===== src/rtl/ldlt_solve.sv =====
// Solves A x = b from packed LDL^T factors: forward substitution, diagonal scaling, back substitution.
// Define LDLT_SOLVE_SAT_EN to saturate every write-back; otherwise write-backs wrap to WORD_LEN bits.
module ldlt_solve #(
  parameter int WORD_LEN = 14,
  parameter int FRACTION = 7,
  parameter int NODE_NUM = 1,
  localparam int DIM = 6 * NODE_NUM,
  localparam int L_SIZE = (DIM * DIM + DIM) / 2
) (
  input  logic                         clk,
  input  logic                         rst_n,
  input  logic                         i_start,
  input  logic [L_SIZE*WORD_LEN-1:0]   i_L,
  input  logic [DIM*WORD_LEN-1:0]      i_b,
  output logic                         o_busy,
  output logic                         o_valid,
  output logic                         o_err,
  output logic [DIM*WORD_LEN-1:0]      o_x
);

  localparam int ACC_W = 2 * WORD_LEN + 4;
  localparam int QW    = WORD_LEN + FRACTION + 1;
  localparam int L_IW  = $clog2(L_SIZE);
  localparam int D_IW  = $clog2(DIM);
  localparam logic [WORD_LEN-1:0] MAX_W = {1'b0, {(WORD_LEN-1){1'b1}}};
  localparam logic [WORD_LEN-1:0] NEG_MAX_W = {1'b1, {(WORD_LEN-2){1'b0}}, 1'b1};

  typedef enum logic [2:0] {S_IDLE, S_FWD, S_DIAG, S_BWD, S_DONE} state_e;

  state_e                              state_q, state_d;
  logic [9:0]                          cnt_i_q, cnt_i_d, cnt_k_q, cnt_k_d;
  logic signed [ACC_W-1:0]             acc_q, acc_d;
  logic [L_SIZE-1:0][WORD_LEN-1:0]     l_q, l_d;
  logic [DIM-1:0][WORD_LEN-1:0]        b_q, b_d, x_q, x_d;
  logic                                err_q, err_d, valid_q, valid_d;

  logic [9:0]                          mac_row, mac_col;
  logic [20:0]                         r21, lidx_full, i21, didx_full;
  logic                                mac_en;
  logic [WORD_LEN-1:0]                 l_word, x_k, x_i, b_i, d_i, sub_src;
  logic signed [2*WORD_LEN-1:0]        prod, prod_sh;
  logic signed [ACC_W-1:0]             prod_ext;
  logic signed [ACC_W:0]               diff;
  logic signed [QW-1:0]                num, den, quot;

  // Narrow a wide signed value to one buffer word (saturating or wrapping).
  function automatic logic [WORD_LEN-1:0] narrow(input logic signed [ACC_W:0] v);
`ifdef LDLT_SOLVE_SAT_EN
    logic signed [ACC_W:0] hi, lo;
    hi = {{(ACC_W-WORD_LEN+2){1'b0}}, {(WORD_LEN-1){1'b1}}};
    lo = {{(ACC_W-WORD_LEN+2){1'b1}}, {(WORD_LEN-1){1'b0}}};
    if (v > hi)      return MAX_W;
    else if (v < lo) return {1'b1, {(WORD_LEN-1){1'b0}}};
    else             return WORD_LEN'(v);
`else
    return WORD_LEN'(v);
`endif
  endfunction

  always_comb begin
    // MAC operand fetch: L[i][k]*y[k] going forward, L[k][i]*x[k] going backward
    mac_row   = (state_q == S_BWD) ? cnt_k_q : cnt_i_q;
    mac_col   = (state_q == S_BWD) ? cnt_i_q : cnt_k_q;
    r21       = {11'd0, mac_row};
    lidx_full = ((r21 * (r21 + 21'd1)) >> 1) + {11'd0, mac_col};
    i21       = {11'd0, cnt_i_q};
    didx_full = ((i21 * (i21 + 21'd1)) >> 1) + i21;
    mac_en    = ((state_q == S_FWD) && (cnt_k_q < cnt_i_q)) ||
                ((state_q == S_BWD) && (cnt_k_q < 10'(DIM)));
    l_word    = (lidx_full < 21'(L_SIZE)) ? l_q[lidx_full[L_IW-1:0]] : '0;
    d_i       = (didx_full < 21'(L_SIZE)) ? l_q[didx_full[L_IW-1:0]] : '0;
    x_k       = (cnt_k_q < 10'(DIM)) ? x_q[cnt_k_q[D_IW-1:0]] : '0;
    x_i       = (cnt_i_q < 10'(DIM)) ? x_q[cnt_i_q[D_IW-1:0]] : '0;
    b_i       = (cnt_i_q < 10'(DIM)) ? b_q[cnt_i_q[D_IW-1:0]] : '0;
    prod      = $signed(l_word) * $signed(x_k);
    prod_sh   = prod >>> FRACTION;
    prod_ext  = {{4{prod_sh[2*WORD_LEN-1]}}, prod_sh};
    sub_src   = (state_q == S_FWD) ? b_i : x_i;
    diff      = $signed({{(ACC_W-WORD_LEN+1){sub_src[WORD_LEN-1]}}, sub_src}) -
                $signed({acc_q[ACC_W-1], acc_q});
    // Numerator carries one guard bit so that -MIN / -1 cannot wrap before narrowing
    num       = $signed({x_i[WORD_LEN-1], x_i, {FRACTION{1'b0}}});
    den       = (d_i == '0) ? QW'(1) : $signed({{(QW-WORD_LEN){d_i[WORD_LEN-1]}}, d_i});
    quot      = num / den;
  end

  always_comb begin
    state_d = state_q;
    cnt_i_d = cnt_i_q;
    cnt_k_d = cnt_k_q;
    acc_d   = acc_q;
    l_d     = l_q;
    b_d     = b_q;
    x_d     = x_q;
    err_d   = err_q;
    valid_d = 1'b0;
    unique case (state_q)
      S_IDLE: if (i_start) begin
        l_d     = i_L;
        b_d     = i_b;
        err_d   = 1'b0;
        cnt_i_d = '0;
        cnt_k_d = '0;
        acc_d   = '0;
        state_d = S_FWD;
      end
      S_FWD: if (mac_en) begin
        acc_d   = acc_q + prod_ext;
        cnt_k_d = cnt_k_q + 10'd1;
      end else begin
        x_d[cnt_i_q[D_IW-1:0]] = narrow(diff);
        acc_d   = '0;
        cnt_k_d = '0;
        if (cnt_i_q == 10'(DIM - 1)) begin
          cnt_i_d = '0;
          state_d = S_DIAG;
        end else begin
          cnt_i_d = cnt_i_q + 10'd1;
        end
      end
      S_DIAG: begin
        if (d_i == '0) begin
          x_d[cnt_i_q[D_IW-1:0]] = x_i[WORD_LEN-1] ? NEG_MAX_W : MAX_W;
          err_d = 1'b1;
        end else begin
          x_d[cnt_i_q[D_IW-1:0]] = narrow({{(ACC_W+1-QW){quot[QW-1]}}, quot});
        end
        if (cnt_i_q == 10'(DIM - 1)) begin
          cnt_k_d = 10'(DIM);
          state_d = S_BWD;
        end else begin
          cnt_i_d = cnt_i_q + 10'd1;
        end
      end
      S_BWD: if (mac_en) begin
        acc_d   = acc_q + prod_ext;
        cnt_k_d = cnt_k_q + 10'd1;
      end else begin
        x_d[cnt_i_q[D_IW-1:0]] = narrow(diff);
        acc_d = '0;
        if (cnt_i_q == '0) begin
          state_d = S_DONE;
        end else begin
          cnt_i_d = cnt_i_q - 10'd1;
          cnt_k_d = cnt_i_q;
        end
      end
      S_DONE: begin
        valid_d = 1'b1;
        state_d = S_IDLE;
      end
      default: state_d = S_IDLE;
    endcase
  end

  always_ff @(posedge clk or negedge rst_n) begin
    if (!rst_n) begin
      state_q <= S_IDLE;
      cnt_i_q <= '0;
      cnt_k_q <= '0;
      acc_q   <= '0;
      l_q     <= '0;
      b_q     <= '0;
      x_q     <= '0;
      err_q   <= 1'b0;
      valid_q <= 1'b0;
    end else begin
      state_q <= state_d;
      cnt_i_q <= cnt_i_d;
      cnt_k_q <= cnt_k_d;
      acc_q   <= acc_d;
      l_q     <= l_d;
      b_q     <= b_d;
      x_q     <= x_d;
      err_q   <= err_d;
      valid_q <= valid_d;
    end
  end

  assign o_busy  = (state_q != S_IDLE);
  assign o_valid = valid_q;
  assign o_err   = err_q;
  assign o_x     = x_q;

endmodule


===== config.mk =====
export PLATFORM = sky130hd
export DESIGN_NAME = ldlt_solve
export DESIGN_NICKNAME = d
export VERILOG_FILES = /design/src/rtl/ldlt_solve.sv
export SDC_FILE = /design/constraint.sdc
export NUM_CORES = 2
export LEC_CHECK = 0
export ABC_AREA = 1
export BUFFER_PORTS_ARGS = -buffer_cell sky130_fd_sc_hd__buf_2
export CORE_MARGIN = 5
export CORE_UTILIZATION = 45
export DETAILED_ROUTE_END_ITERATION = 10
export PLACE_DENSITY = 0.64
export SLEW_MARGIN = 0
export SYNTH_ARGS = -nofsm -noshare
export SYNTH_HDL_FRONTEND = slang
export SYNTH_SLANG_ARGS = --single-unit
export TNS_END_PERCENT = 1

===== constraint.sdc =====
create_clock -name clk -period 52.3 [get_ports clk]
set_input_delay 5.23 -clock clk [delete_from_list [all_inputs] [get_ports clk]]
set_output_delay 5.23 -clock clk [all_outputs]
set_load 0.02 [all_outputs]

==> impl_metrics.ini <==
[global_route]
antenna_found_initial = 11
grt_max_degree = 202
grt_pass1_wl_um = 345000
overflow = 0
grt_usage = 0.327
grt_pass1_vias = 57200

[synth]
yosysUniqueCellTypes = 76
synth_seq_area_share = 0.218
synth_common_cells = nand2_1 (2346), inv_1 (1118), o21ai_0 (797)
synth_area_leaders = dfrtp_1 (22%), nand2_1 (15%), ha_1 (11%)
netlist_instances = 8439
ys_seq_elements = 501
async_reset_ff_frac = 1.00
yosys.area.top_type = dfrtp_1
synth_ff_type = dfrtp_1
syn_area_um2 = 57600
synth-edff-count = 0
avgSynthCellArea_um2 = 6.83
synth_top_area_share = 0.218
yosys_warnings = 0
synth.most_common_cell = nand2_1

[critical_path]
cpMostUsedCell = nand2_1
startpoint_type = flop
critPathRequiredTime_ps = 52920
r2r_slack_ps = 3210
cp-end-kind = flop
cp_max_fo = 18
arrival_ps = 49710
slowest_stage = fa_1
r2r_cells = 358
cpPeakStageDelay_ps = 570
critical_path_class = flop to flop

[outcome]
status = finished clean

[clocking]
cts-root-buf = clkbuf_16
clock_path_buffers = 3
clkTransAtPathRegs_ps = 60
worstSkewPairLatency_ps = 730
cts_made_buffers = 57
cts_sinks = 501
htreeDepth = 2
cts_tree = done

[sta]
setup_tns_ps = 0
period_minus_slack_ps = 49090
slew_headroom = 0.0405
finalMaxSlewViolations = 0
hold_viol_final = 0
clock_skew_ps = 56.0
worstMarginPinSlew_ps = 1430
fmax_mhz = 20.4
setup_viol = 0
finalCritPeriodShare = 0.939

[cells_and_area]
fin_nets = 10100
drive_above_1_share = 0.141
area_growth_pct = 14.9

[hold_path]
hold_path.class = flop to flop
hold_depth = 2

[route]
vias_per_cell = 5.64
wl_per_cell_um = 21.8
antenna_left = 0
vias = 60100
drc = 0
drt-initial-drc-count = 6213
firstDrtPassIters = 11
wl_um = 232000

[die]
io_pins = 468
core_um2 = 127000
die_h_um = 368
die_area_um2 = 135000
row_count = 131
die_x_um = 368
initial_core_util = 0.453

[place]
place_congestion = 1.01
port_buffers = 467
hpwl_um = 178000

[flow_run]
drv_cap = 0
-- kinds of logic after synthesis --
kind of cell    count (synthesis)  synth area share
simple gates                 3441             0.244
compound gates               1886             0.184
buf+inv                      1539             0.104
fa+ha+maj                     783             0.207
flops                         501             0.218
xor+xnor                      280            0.0427
mux                             7           0.00122
other cells                     2          0.000130
-- through the flow --
stage | worst slack [ps] | hold slack, ps | area (um^2) | utilization | std cells
detailed placement | -1190 | 458 | 62400 | 0.490 | 10500
floorplan | 1930 | 432 | 57800 | - | 8474
global placement | -9.56 | 450 | 62400 | 0.490 | 10500
global route | -547 | 484 | 66200 | 0.520 | 10600
finish | 3210 | 469 | 66200 | 0.520 | 10600
CTS | 33.8 | 459 | 64400 | 0.506 | 10600
-- routing by layer --
| layer | GRT usage | share of wire | wire length (um) |
|---|---|---|---|
| met1 | 0.442 | 0.42 | 96500 |
| met2 | 0.505 | 0.44 | 101000 |
| met3 | 0.0784 | 0.10 | 23300 |
| met4 | 0.132 | 0.048 | 11100 |
| met5 | 0 | 0.00024 | 55 |
-- layout make-up --
class                   instances  area (um^2)
inverters                    1182         4460
fillers                     12700        61100
repair inverters                2         15.0
repair buffers                761         4760
multi-input cells            6435        40400
well taps                    1662         2080
clock inverters                27          342
flip-flops and latches        501        12500
diodes                          1         2.50
clock buffers                  75         1590
-- cell usage in the layout, fill, tap and decap left out, drive strengths merged, types with 16 or more instances in the layout --
cell,instances
nand2,2377
inv,1161
o21ai,896
buf,759
a21oi,584
nor2,567
ha,502
dfrtp,501
fa,281
nand3,281
xor2,174
xnor2,106
clkbuf,77
a22oi,70
nor3,67
o21a,54
o22ai,53
o211ai,53
nand4,47
or2,46
conb,37
clkinv,37
o21bai,35
a21o,26
o31ai,24
o221ai,20
nor4,17
and2,16
-- state kept, by name, indices dropped and copies added, names as in the netlist --
name     flops
acc_q       14
b_q         84
cnt_i_q     10
cnt_k_q     10
l_q        294
o_err        1
o_valid      1
o_x         84
state_q      3
-- path summary, 6_finish.rpt --
| kind | endpoint | startpoint |
|---|---|---|
| max | o_x[82]$_DFFE_PN0P_ | cnt_i_q[0]$_DFFE_PN0P_ |
| min | b_q[50]$_DFFE_PN0P_ | b_q[50]$_DFFE_PN0P_ |
| max reg2reg | o_x[82]$_DFFE_PN0P_ | cnt_i_q[0]$_DFFE_PN0P_ |
| min reg2reg | b_q[50]$_DFFE_PN0P_ | b_q[50]$_DFFE_PN0P_ |
| max in group asynchronous | b_q[0]$_DFFE_PN0P_ | rst_n |
| min in group asynchronous | l_q[6]$_DFFE_PN0P_ | rst_n |
-- critical path, delay by kind of cell (launching register included) --
| kind | cells | cell delay (ps) |
|---|---|---|
| buffers and inverters | 74 | 6930 |
| DFF | 1 | 510 |
| adders and majority gates | 31 | 10170 |
| xor gates and xnor gates | 4 | 830 |
| AOI/OAI and AO/OA | 110 | 15560 |
| and+or+nand+nor | 139 | 14930 |
-- repair_timing --
item                                   4_1_cts  5_1_grt
resized for setup                           11      293
endpoints found under the hold margin        0        0
hold buffers                                 0        0
setup buffers                                9       65
gates cloned                                 1        6
setup endpoints to repair                   82       84
pin swaps                                    3       97
Power is left out: the tool's default activity adds up to more than one toggle a clock period on the data nets, which glitch-free logic cannot reach.
